## src/rtl/risc16_pkg.sv

```systemverilog
// rtl/risc16_pkg.sv - shared RISC16 constants and program loader state encoding
// Instruction memory geometry is shared between the core and the loader.
package risc16_pkg;

  localparam int IMEM_ADDR_W = 8;
  localparam int IMEM_DEPTH  = 1 << IMEM_ADDR_W;
  localparam int IMEM_DATA_W = 16;

  localparam logic [7:0] SYNC_BYTE_DEF = 8'hA5;

  typedef enum logic [2:0] {
    ST_IDLE  = 3'd0,
    ST_COUNT = 3'd1,
    ST_HI    = 3'd2,
    ST_LO    = 3'd3,
    ST_CSUM  = 3'd4,
    ST_RUN   = 3'd5
  } loader_state_t;

endpackage

```

## src/rtl/prog_loader.sv

```systemverilog
// rtl/prog_loader.sv - byte-stream program loader for the RISC16 instruction memory
// Define LOADER_CHECKSUM_EN to add the trailing XOR checksum byte and the sticky error flag.
module prog_loader
  import risc16_pkg::*;
#(
  parameter logic [7:0] SYNC_BYTE = SYNC_BYTE_DEF,
  parameter int         ADDR_W    = IMEM_ADDR_W
) (
  input  logic              clk,
  input  logic              rst_n,
  input  logic              in_valid,
  input  logic [7:0]        in_data,
  output logic              in_ready,
  output logic              iwr_en,
  output logic [ADDR_W-1:0] iwr_addr,
  output logic [15:0]       iwr_data,
  output logic              cpu_run,
  output logic              done,
  output logic              error
);

  localparam int CNT_W = ADDR_W + 1;

  loader_state_t     r_state;
  loader_state_t     w_next;
  logic              r_in_ready;
  logic              r_iwr_en;
  logic [ADDR_W-1:0] r_iwr_addr;
  logic [15:0]       r_iwr_data;
  logic              r_cpu_run;
  logic              r_done;
  logic [7:0]        r_hi;
  logic [ADDR_W-1:0] r_addr;
  logic [CNT_W-1:0]  r_left;

  logic w_fire;
  logic w_is_sync;
  logic w_last;
  logic w_start;
  logic w_wr;
  logic w_finish;

  assign w_fire    = in_valid && r_in_ready;
  assign w_is_sync = (in_data == SYNC_BYTE);
  assign w_last    = (r_left == CNT_W'(1));

`ifdef LOADER_CHECKSUM_EN
  logic [7:0] r_csum;
  logic       r_error;
  logic       w_csum_bad;
`endif

  always_ff @(posedge clk or negedge rst_n) begin
    if (!rst_n) r_state <= ST_IDLE;
    else        r_state <= w_next;
  end

  always_comb begin
    w_next   = r_state;
    w_start  = 1'b0;
    w_wr     = 1'b0;
    w_finish = 1'b0;
`ifdef LOADER_CHECKSUM_EN
    w_csum_bad = 1'b0;
`endif
    case (r_state)
      ST_IDLE: begin
        if (w_fire && w_is_sync) begin
          w_next  = ST_COUNT;
          w_start = 1'b1;
        end
      end
      ST_COUNT: begin
        if (w_fire) w_next = ST_HI;
      end
      ST_HI: begin
        if (w_fire) w_next = ST_LO;
      end
      ST_LO: begin
        if (w_fire) begin
          w_wr = 1'b1;
          if (w_last) begin
`ifdef LOADER_CHECKSUM_EN
            w_next = ST_CSUM;
`else
            w_next   = ST_RUN;
            w_finish = 1'b1;
`endif
          end else begin
            w_next = ST_HI;
          end
        end
      end
      ST_CSUM: begin
`ifdef LOADER_CHECKSUM_EN
        if (w_fire) begin
          if (in_data == r_csum) begin
            w_next   = ST_RUN;
            w_finish = 1'b1;
          end else begin
            w_next     = ST_IDLE;
            w_csum_bad = 1'b1;
          end
        end
`else
        w_next = ST_IDLE;
`endif
      end
      ST_RUN: begin
        // Only a fresh sync byte reloads; anything else is ignored while the core runs.
        if (w_fire && w_is_sync) begin
          w_next  = ST_COUNT;
          w_start = 1'b1;
        end
      end
      default: w_next = ST_IDLE;
    endcase
  end

  always_ff @(posedge clk or negedge rst_n) begin
    if (!rst_n) begin
      r_in_ready <= 1'b0;
      r_iwr_en   <= 1'b0;
      r_iwr_addr <= '0;
      r_iwr_data <= '0;
      r_cpu_run  <= 1'b0;
      r_done     <= 1'b0;
      r_hi       <= '0;
      r_addr     <= '0;
      r_left     <= '0;
    end else begin
      r_in_ready <= 1'b1;
      r_iwr_en   <= w_wr;
      r_done     <= w_finish;
      if (w_start)       r_cpu_run <= 1'b0;
      else if (w_finish) r_cpu_run <= 1'b1;
      if (r_state == ST_COUNT && w_fire) begin
        r_addr <= '0;
        // A count of zero means a full memory image.
        r_left <= (in_data == 8'd0) ? {1'b1, {ADDR_W{1'b0}}} : CNT_W'(in_data);
      end
      if (r_state == ST_HI && w_fire) r_hi <= in_data;
      if (w_wr) begin
        r_iwr_addr <= r_addr;
        r_iwr_data <= {r_hi, in_data};
        r_addr     <= r_addr + 1'b1;
        r_left     <= r_left - 1'b1;
      end
    end
  end

`ifdef LOADER_CHECKSUM_EN
  always_ff @(posedge clk or negedge rst_n) begin
    if (!rst_n) begin
      r_csum  <= '0;
      r_error <= 1'b0;
    end else begin
      if (w_start) r_error <= 1'b0;
      else if (w_csum_bad) r_error <= 1'b1;
      if (r_state == ST_COUNT && w_fire) r_csum <= '0;
      else if ((r_state == ST_HI || r_state == ST_LO) && w_fire) r_csum <= r_csum ^ in_data;
    end
  end
  assign error = r_error;
`else
  assign error = 1'b0;
`endif

  assign in_ready = r_in_ready;
  assign iwr_en   = r_iwr_en;
  assign iwr_addr = r_iwr_addr;
  assign iwr_data = r_iwr_data;
  assign cpu_run  = r_cpu_run;
  assign done     = r_done;

endmodule

```

## config.mk

```make
export PLATFORM = sky130hd
export DESIGN_NAME = prog_loader
export DESIGN_NICKNAME = d
export VERILOG_FILES = /design/src/rtl/risc16_pkg.sv /design/src/rtl/prog_loader.sv
export SDC_FILE = /design/constraint.sdc
export NUM_CORES = 1
export LEC_CHECK = 0
export CORE_MARGIN = 5
export CORE_UTILIZATION = 50
export CTS_BUF_LIST = sky130_fd_sc_hd__clkbuf_8
export DETAILED_ROUTE_END_ITERATION = 6
export PLACE_DENSITY = 0.77
export SLEW_MARGIN = 20
export SYNTH_ARGS = -nofsm -noshare
export SYNTH_HDL_FRONTEND = slang
export SYNTH_SLANG_ARGS = --single-unit
```

## constraint.sdc

```tcl
create_clock -name clk -period 1.6 [get_ports clk]
set_input_delay 0.48 -clock clk [delete_from_list [all_inputs] [get_ports clk]]
set_output_delay 0.48 -clock clk [all_outputs]
set_load 0.02 [all_outputs]
```

Word level (Yosys, flattened, before mapping)

Cells that the tools add are included.

Bits of input ports: 11
Output and inout port bits: 29
Register bits: 56

Reduce and logical (&&, ||, !) cells: 10
Eq/ne operators: 10
Multiplexer cells: 20
Add/sub/neg operators: 2

Operators with widths:

| kind                | number |
|---|---|
| $mux 9              | 3 |
| $mux 8              | 2 |
| $mux 3              | 5 |
| $pmux 3 s4          | 1 |
| $eq 9x1->1 const B  | 1 |
| $mux 1              | 9 |
| $sub 9x1->9 const B | 1 |
| $add 8x1->8 const B | 1 |
| $eq 8x8->1 const B  | 1 |
| $logic_not 8->1     | 1 |
| $eq 3x2->1 const B  | 2 |
| $ne 2x2->1 const B  | 3 |
| $logic_and 1x1->1   | 4 |
| $reduce_and 4->1    | 1 |
| $reduce_bool 2->1   | 2 |
| $eq 3x1->1 const B  | 1 |
| $eq 3x3->1 const B  | 1 |
| $logic_not 3->1     | 1 |
| $ne 2x1->1 const B  | 1 |
| $reduce_or 2->1     | 1 |

Depth between registers and ports, before layout

Gate-level depths: netlist of the first run.

Word-level depth: 6
Mapped depth: 8
Depth with buffers taken out: 6

Worst setup path after synthesis of the first run

Ideal clock, no wire load.

Kind: flip-flop to flip-flop
Start: register r_left[0]
End: register r_left[6]
Data required time: 1.474 ns
Stages on the path, launching flop included: 7
Path slack: -0.103 ns
Arrival time: 1.577 ns
Buffers on the path: 0
Library setup time: 0.126 ns
Clock period less this slack: 1.703 ns
Path through: dfrtp_1 > inv_1 > ha_1 > or4b_1 > o21ai_0 > a21boi_0 > a221o_1

Cells in the longest elaborated chain, start to end: 2

RTL lines:

| element                | line               | RTL |
|---|---|---|
| start, declared        | prog_loader.sv:34  | `logic [CNT_W-1:0] r_left;` |
| start signal, assigned | prog_loader.sv:140 | `r_left <= (in_data == 8'd0) ? {1'b1, {ADDR_W{1'b0}}} : CNT_W'(in_data);` |
| start signal, assigned | prog_loader.sv:147 | `r_left <= r_left - 1'b1;` |
| $sub 9x1->9            | prog_loader.sv:147 |  |
| $mux 9                 | prog_loader.sv:143 | `if (w_wr) begin` |

No other way between the ends.
A chain may end at the register's enable or synchronous reset.

Final worst setup path of the first run

Same ends and word-level chain as after synthesis.

==> flow_summary.json, run 1 <==
{
  "clkTransAtPathRegs_ns": 0.10,
  "syn_inst": 258,
  "r2r-end": "r_left[6]",
  "clock_path_buffers": 2,
  "setup_slack_ns": -0.0730,
  "yosysTopAreaCellShare": 0.553,
  "p_switching_w": 0.00189,
  "syn2layout_area_growth_pct": 32.2,
  "ys_seq_area_frac": 0.553,
  "pwr-share-comb": 0.413,
  "holdWs_ns": 0.0725,
  "hpwl_mm": 4.47,
  "slowest_stage": "or4b_4",
  "dp.cells": 385,
  "period_minus_slack_ns": 1.67,
  "seqPwrFrac": 0.432,
  "routed_wl_mm": 6.20,
  "portBuffers": 38,
  "p_int_w": 0.00310,
  "grt-ovfl-total": 0,
  "ys.flop_type": "dfrtp_1",
  "critPathMaxFanout": 3,
  "async_flop_share": 1.00,
  "rsz0062_at_grt": "true",
  "cp.depth": 6,
  "first_iter_violations": 103,
  "synth_nets": 272,
  "grt_pass1_wl_mm": 10.5,
  "power_frac_clock": 0.155,
  "p_per_area_nw_per_um2": 1490,
  "vias": 2140,
  "rr_startpoint": "r_left[0]",
  "yosysUniqueCellTypes": 50,
  "clock_sink_count": 56,
  "slew_viol_final": 0,
  "fp.dieW_um": 81.2,
  "hold_viol": 0,
  "drcViolationCount": 0,
  "numCtsBuffers": 5,
  "setup_violations": 2,
  "max-cap-violations": 0,
  "ys_ff_latch": 56,
  "leakagePower_nw": 1.74,
  "postCtsHoldBufs": 0,
  "cts_max_level": 2,
  "initial_core_util": 0.506,
  "crit_path_end_kind": "flop",
  "dieArea_um2": 6600,
  "tritoncts": "yes",
  "cp_cell_sequence": "inv_2 -> ha_4 -> or4b_4 -> o21ai_2 -> a21boi_1 -> a221o_1",
  "netlist_area_um2": 2540,
  "violations": "negative setup slack",
  "reg2reg_setup_slack_ns": -0.07,
  "first_pass_iters": 4,
  "fillCellCount": 423,
  "crit_start": "r_left[0]",
  "crit_type": "reg -> reg",
  "drive_gt1_frac": 0.228,
  "ir_worst_vdd_v": 0.000896,
  "cp.required_ns": 1.81,
  "viasPerCell": 5.36,
  "switching_share": 0.378,
  "globalplace.congestion": 0.945,
  "netlist_top_cells_area": "dfrtp_1 55%, nand2_1 13%, mux2_2 3.6%",
  "antenna_found_initial": 0,
  "rr_worst_depth": 6,
  "finalClockSkew_ns": 0.00850,
  "grt_usage": 0.210,
  "fin_cells": 399,
  "grt_pass1_vias": 2179,
  "avgSynthCellArea_um2": 9.83,
  "fmax_mhz": 598,
  "cpPeakStageDelay_ns": 0.48,
  "n_antenna_cell": 0,
  "cp_top_family": "simple AND/OR/NAND/NOR gates",
  "cp.arrival_ns": 1.88,
  "yosysTopAreaCell": "dfrtp_1",
  "post-route-period-util": 1.05,
  "crit_buf_inv": 1,
  "avgRoutedWirePerCell_um": 15.5,
  "yosysWarningCount": 0,
  "fin_nets": 342,
  "core_area_um2": 5010,
  "pin_count": 40,
  "endpoint": "r_left[6]",
  "grt_start_max_net_pins": 44,
  "dieHeight_um": 81.2,
  "start_kind": "flop",
  "postRouteAntennaNets": 0,
  "root_buffer": "clkbuf_8",
  "run_status": "finished with violations",
  "hold_path.class": "in -> async",
  "num_rows": 26,
  "synth_edf_count": 0,
  "clkLatencyLatePin_ns": 0.32
}
-- synthesized netlist by cell type, types with 2 or more instances --
master    instances
nand2_1          86
dfrtp_1          56
o21ai_0          13
mux2_2            8
nor2_1            8
a21oi_1           7
nor3_1            7
inv_1             6
buf_6             4
clkbuf_1          4
o22ai_1           4
buf_2             3
ha_1              3
nand3_1           3
a211oi_1          2
a221o_1           2
and3_1            2
buf_4             2
conb_1            2
mux2i_1           2
nand4_1           2
o21ai_1           2
o31ai_1           2
or3_1             2
-- per-stage QoR --
step / setup slack (ns) / power (W) / setup TNS (ns) / instance area (um2) / util
after global routing: -0.116 / 0.00535 / -0.270 / 3350 / 0.669
after CTS: -0.0464 / 0.00490 / -0.0464 / 3320 / 0.662
after global placement: -0.417 / 0.00407 / -19.27 / 3190 / 0.637
after floorplan: -0.0657 / 0.00325 / -0.0874 / 2540 / -
final: -0.0730 / 0.00499 / -0.0937 / 3350 / 0.669
after detailed placement: -0.431 / 0.00416 / -20.19 / 3190 / 0.637
-- flip-flops by register name, indices dropped and copies added (netlist names) --
signal	count
done	1
r_hi	8
r_state	3
cpu_run	1
iwr_data	16
r_left	9
r_addr	8
in_ready	1
iwr_addr	8
iwr_en	1
-- routing by layer --
layer,GRT usage,up-vias,routed length (um)
met5,0,-,0
met4,0.0912,0,116
met3,0.0554,10,387
met2,0.328,77,2960
met1,0.275,1038,2740
li1,-,1015,-
-- layout make-up --
cell class	instances	area (um2)	area share
sequential	56	1400	0.418
inverter	7	26.3	0.00784
timing repair buffer	76	664	0.198
clock buffer	5	68.8	0.0205
clock inverter	3	20.0	0.00597
tap	70	87.6	0.0261
multi-input combinational	182	1080	0.324
-- worst min-delay path by stage --
stage	endpoint	depth (start not counted)	slack, ns
finish	r_left[1]	1	0.07
global placement	iwr_addr[5]	1	0.41
detailed placement	iwr_addr[5]	1	0.42
global route	iwr_addr[5]	1	0.09
CTS	r_left[2]	1	0.07
floorplan	cpu_run	0	0.18
-- power by group through the flow --
stage | clock [W] | combinational (W) | sequential [W]
2_1_floorplan | 0 | 0.000883 | 0.00237
3_3_place_gp | 0 | 0.00192 | 0.00215
3_5_place_dp | 0 | 0.00199 | 0.00217
4_1_cts | 0.000787 | 0.00198 | 0.00214
5_1_grt | 0.000849 | 0.00229 | 0.00222
6_report | 0.000776 | 0.00206 | 0.00215
-- logic make-up after synthesis --
group / after synthesis / share of synthesized area
buffers and inverters: 20 / 0.0459
other: 2 / 0.00296
adders and majority gates: 3 / 0.0148
AOI/OAI and AO/OA: 44 / 0.114
xor gates and xnor gates: 1 / 0.00345
muxes: 10 / 0.0434
and+or+nand+nor: 122 / 0.223
DFF: 56 / 0.553
-- layout by cell type, fill, tap and decap left out, types with 5 or more instances in the layout --
master,instances
buf_4,33
dlygate4sd2_1,31
o21ai_0,11
nor2_1,6
dfrtp_1,56
nor3_1,6
nand2_1,85
a21oi_1,7
clkbuf_8,5
mux2_2,8
inv_1,5
-- what timing repair did --
| item | CTS | global route |
|---|---|---|
| buffers inserted | 4 | 2 |
| hold endpoints to repair | 0 | 0 |
| resized for setup | 44 | 8 |
| pin swaps | 3 | 2 |
| setup endpoints to repair | 75 | 12 |
No activity file was read; power rests on OpenSTA's default activity.
==> run 2: changes to the inputs <==
Settings changed: ABC_CLOCK_PERIOD_IN_PS set to 1600, GPL_TIMING_DRIVEN set to 0.
==> run 2 against run 1 <==
Compared with the run above: the flow still finishes with violations (negative setup slack); clock skew is 0.0041 ns lower; largest power group unchanged; final area is 0.52% lower; via count shrank 4.0%; combinational power down 5%; final cell count down 3.3%.
==> flow_summary.json, run 2 (synthesized netlist as in run 1, its figures left out) <==
{
  "cp.arrival_ns": 1.93,
  "rsz0062_at_grt": "true",
  "p_per_area_nw_per_um2": 1540,
  "period_minus_slack_ns": 1.69,
  "postRouteAntennaNets": 0,
  "postLayoutCoreUtil": 0.666,
  "hold_viol": 0,
  "grt_pass1_vias": 2019,
  "crit_start": "r_left[0]",
  "dieArea_um2": 6600,
  "post-route-period-util": 1.06,
  "grt-ovfl-total": 0,
  "slew_viol_final": 0,
  "dieHeight_um": 81.2,
  "final_common_cell": "nand2_1",
  "fmax_mhz": 591,
  "cts_max_level": 2,
  "r2r-end": "r_left[8]",
  "viasPerCell": 5.32,
  "crit_buf_inv": 2,
  "portBuffers": 38,
  "vias": 2054,
  "avgRoutedWirePerCell_um": 15.4,
  "ir_worst_vdd_v": 0.000825,
  "endpoint": "r_left[8]",
  "cp.required_ns": 1.83,
  "syn2layout_area_growth_pct": 31.5,
  "core_area_um2": 5010,
  "grt_pass1_wl_mm": 9.54,
  "routed_wl_mm": 5.95,
  "first_pass_iters": 5,
  "fp.dieW_um": 81.2,
  "placed_area_um2": 3010,
  "fillCellCount": 428,
  "hpwl_mm": 3.86,
  "grt_start_max_net_pins": 57,
  "start_kind": "flop",
  "cp_cell_sequence": "inv_2 -> ha_4 -> or4b_4 -> buf_6 -> nor3_4 -> a21oi_1 -> o2bb2ai_1",
  "root_buffer": "clkbuf_8",
  "violations": "negative setup slack",
  "postLayoutCellArea_um2": 3340,
  "tns_ns": -0.188,
  "clkLatencyLatePin_ns": 0.30,
  "clock_sink_count": 56,
  "max-cap-violations": 0,
  "cpPeakStageDelay_ns": 0.48,
  "setup_slack_ns": -0.0915,
  "grt_usage": 0.186,
  "drcViolationCount": 0,
  "antenna_found_initial": 0,
  "n_antenna_cell": 0,
  "fin_nets": 330,
  "crit_path_end_kind": "flop",
  "hold_path.class": "in -> async",
  "first_iter_violations": 150,
  "cp.depth": 7,
  "finalClockSkew_ns": 0.00443,
  "drive_gt1_frac": 0.209,
  "cp_top_family": "simple AND/OR/NAND/NOR gates",
  "holdWs_ns": 0.211,
  "slowest_stage": "or4b_4",
  "num_rows": 26,
  "clkTransAtPathRegs_ns": 0.09,
  "run_status": "finished with violations",
  "rr_worst_depth": 7,
  "initial_core_util": 0.506,
  "setup_violations": 3,
  "final_cell_mix": "85 x nand2_1, 56 x dfrtp_1, 32 x dlygate4sd2_1",
  "tritoncts": "yes",
  "pin_count": 40,
  "reg2reg_setup_slack_ns": -0.09,
  "rr_startpoint": "r_left[0]",
  "globalplace.congestion": 0.903,
  "slew_headroom": 0.536,
  "numCtsBuffers": 5,
  "largest_reg_flops": 16,
  "crit_type": "reg -> reg",
  "critPathMaxFanout": 3,
  "clock_path_buffers": 2,
  "leakagePower_nw": 1.70,
  "worst_slew_pin_slew_ns": 0.697
}
[run 2: metrics by stage]
| step | setup WS [ns] | instances | power (W) |
|---|---|---|---|
| finish | -0.0915 | 386 | 0.00515 |
| global route | -0.165 | 386 | 0.00548 |
| CTS | -0.0553 | 378 | 0.00498 |
| detailed placement | -0.588 | 366 | 0.00398 |
| global placement | -1.61 | 366 | 0.00390 |
| floorplan | -0.0657 | 258 | 0.00325 |
[run 2: cell type report]
class / count / area [um2] / area share
flip-flops and latches: 56 / 1400 / 0.420
multi-input cells: 182 / 1100 / 0.331
repair buffers: 51 / 452 / 0.135
plain buffers: 13 / 124 / 0.0371
well taps: 70 / 87.6 / 0.0263
clock buffers: 5 / 68.8 / 0.0206
clock inverters: 2 / 60.1 / 0.0180
inverters: 7 / 38.8 / 0.0116
[run 2: worst register-to-register path: cells and delay by family (launching register included)]
kind | cells | cell delay (ns)
buf+inv | 2 | 0.22
compound gates | 2 | 0.24
fa+ha+maj | 1 | 0.13
flops | 1 | 0.40
simple gates | 2 | 0.63
[run 2: metal layers]
layer,vias up,global-route usage,wire (um)
li1,994,-,-
met1,994,0.256,2600
met2,60,0.305,2920
met3,6,0.0355,375
met4,0,0.0389,48
met5,-,0,0
[run 2: how the worst min path moves through the flow]
stage	startpoint	end	slack, ns
floorplan	rst_n	cpu_run	0.18
global placement	r_hi[5]	iwr_data[13]	0.45
detailed placement	r_hi[6]	iwr_data[14]	0.45
CTS	rst_n	r_left[3]	0.25
global route	rst_n	r_left[3]	0.27
finish	rst_n	iwr_addr[5]	0.21
[run 2: report_power, final]
group          leakage, nW  internal, W  total (W)  switching, W
logic                0.909     0.000843    0.00195       0.00111
clock network       0.0642     0.000616    0.00105      0.000432
registers            0.730      0.00186    0.00215      0.000296
[run 2: timing repair]
item / CTS / global route
cloned: 1 / 1
pin swaps: 5 / 2
setup endpoints to repair: 82 / 48
gates resized for setup: 51 / 33
hold endpoints to repair: 0 / 0
buffers inserted: 4 / 7
hold buffers: 0 / 0
==> run 3: changes to the inputs <==
Settings changed: CORE_ASPECT_RATIO set to 2.
==> run 3 against run 2 <==
Compared with the run above: the run still ends with negative setup slack left; sequential share of layout area up 0.80 points; routed wire length up 5.7%; critical path depth down 1; register-to-register slack worse by 0.05 ns; via count up 3.9%; core utilization up 0.083 points; final area down 1.9%; clock power down 8%; first-iteration DRC count down 29%; sequential cell count unchanged; count of clock-buffer cells in the layout up 1; critical endpoint is now r_left[6]; largest power group unchanged; highest routed layer unchanged.
==> flow_summary.json, run 3 (synthesized netlist as in run 1, its figures left out) <==
{
  "reg2reg_setup_slack_ns": -0.14,
  "portBuffers": 38,
  "dieArea_um2": 6680,
  "final_cell_mix": "85 x nand2_1, 56 x dfrtp_1, 34 x dlygate4sd2_1",
  "worst_slew_pin_slew_ns": 0.689,
  "rsz0062_at_grt": "true",
  "viasPerCell": 5.71,
  "finalClockSkew_ns": 0.0122,
  "syn2layout_area_growth_pct": 29.1,
  "vias": 2134,
  "postLayoutCellArea_um2": 3270,
  "cp.arrival_ns": 1.94,
  "ir_worst_vdd_v": 0.00112,
  "grt-ovfl-total": 0,
  "dp_slack_ns": -0.622,
  "multi_input_area_um2": 1100,
  "grt_usage": 0.199,
  "start_kind": "flop",
  "first_iter_violations": 107,
  "largest_reg_flops": 16,
  "numCtsBuffers": 5,
  "leakagePower_nw": 1.68,
  "rr_worst_depth": 6,
  "antenna_found_initial": 0,
  "slew_viol_final": 0,
  "drcViolationCount": 0,
  "r2r-end": "r_left[6]",
  "final_common_cell": "nand2_1",
  "crit_start": "r_left[0]",
  "postRouteAntennaNets": 0,
  "endpoint": "r_left[6]",
  "routed_wl_mm": 6.28,
  "cp.required_ns": 1.79,
  "fillCellCount": 387,
  "postCtsHoldBufs": 0,
  "root_buffer": "clkbuf_8",
  "clock_path_buffers": 2,
  "globalplace.congestion": 0.875,
  "tritoncts": "yes",
  "fmax_mhz": 573,
  "clock_sink_count": 56,
  "run_status": "finished with violations",
  "slew_headroom": 0.541,
  "dp.cells": 353,
  "hold_viol": 0,
  "crit_type": "reg -> reg",
  "core_area_um2": 4910,
  "setup_slack_ns": -0.144,
  "crit_path_end_kind": "flop",
  "postLayoutCoreUtil": 0.667,
  "seqPwrFrac": 0.423,
  "clkLatencyLatePin_ns": 0.31,
  "initial_core_util": 0.517,
  "power_frac_clock": 0.191,
  "cts_max_level": 2,
  "p_int_w": 0.00321,
  "post-route-period-util": 1.09,
  "first_pass_iters": 4,
  "fin_nets": 330,
  "power_w": 0.00508,
  "switching_share": 0.368,
  "violations": "negative setup slack",
  "fp.dieW_um": 60.4,
  "clkTransAtPathRegs_ns": 0.10,
  "period_minus_slack_ns": 1.74,
  "pwr-share-comb": 0.386,
  "hold_path.class": "in -> async",
  "n_antenna_cell": 0,
  "max-cap-violations": 0,
  "avgRoutedWirePerCell_um": 16.8,
  "p_switching_w": 0.00187,
  "dieHeight_um": 111,
  "placed_area_um2": 2990,
  "pin_count": 40,
  "critPathMaxFanout": 3,
  "rr_startpoint": "r_left[0]",
  "grt_pass1_vias": 2175,
  "grt_pass1_wl_mm": 10.2,
  "setup_violations": 2,
  "fin_cells": 374,
  "drive_gt1_frac": 0.211,
  "p_per_area_nw_per_um2": 1550,
  "num_rows": 36,
  "regArea_um2": 1400,
  "hpwl_mm": 4.23,
  "grt_start_max_net_pins": 57
}
run 3: timing repair:
action	4_1_cts	5_1_grt
setup buffers	5	6
resized for setup	55	19
pin swaps	7	5
cloned	2	0
endpoints found under the hold margin	0	0
setup endpoints to repair	82	36
run 3: area by class of cell:
class	instances	area share
plain buffers	13	0.0336
clock buffers	6	0.0252
clock inverters	2	0.0119
inverters	7	0.0103
multi-input cells	182	0.337
flip-flops and latches	56	0.428
well taps	57	0.0218
repair buffers	51	0.132
run 3: power groups by stage:
stage                     clock, W  sequential (W)  combinational (W)
final                     0.000969         0.00215            0.00196
after global routing       0.00104         0.00221            0.00213
after CTS                 0.000988         0.00214            0.00184
after detailed placement         0         0.00217            0.00182
after global placement           0         0.00215            0.00178
after floorplan                  0         0.00237           0.000883
run 3: layer usage:
layer,GRT usage,part of all wire,vias up
li1,-,-,990
met5,0,0,-
met1,0.224,0.37,1043
met2,0.337,0.55,75
met4,0.114,0.043,0
met3,0.0315,0.045,26
run 3: worst max-delay path, stage by stage (launching register included):
cell and delay, ns:
dfrtp_1 0.40, inv_2 0.09, ha_4 0.13, or4b_4 0.50, o21ai_2 0.16, a21boi_1 0.08
a221o_1 0.27
run 3: metrics by stage:
stage | TNS, ns | hold WS [ns]
after global placement | -117.86 | 0.446
after floorplan | -0.0874 | 0.184
after CTS | -0.148 | 0.229
final | -0.196 | 0.204
after detailed placement | -27.64 | 0.453
after global routing | -0.573 | 0.270
run 3: worst min-delay path by stage:
stage | from | end | slack (ns) | depth (start not counted)
after floorplan | rst_n | cpu_run | 0.18 | 0
after global placement | r_hi[2] | iwr_data[10] | 0.45 | 2
after detailed placement | r_hi[0] | iwr_data[8] | 0.45 | 2
after CTS | rst_n | cpu_run | 0.23 | 1
after global routing | rst_n | iwr_data[0] | 0.27 | 1
final | rst_n | iwr_data[0] | 0.20 | 1
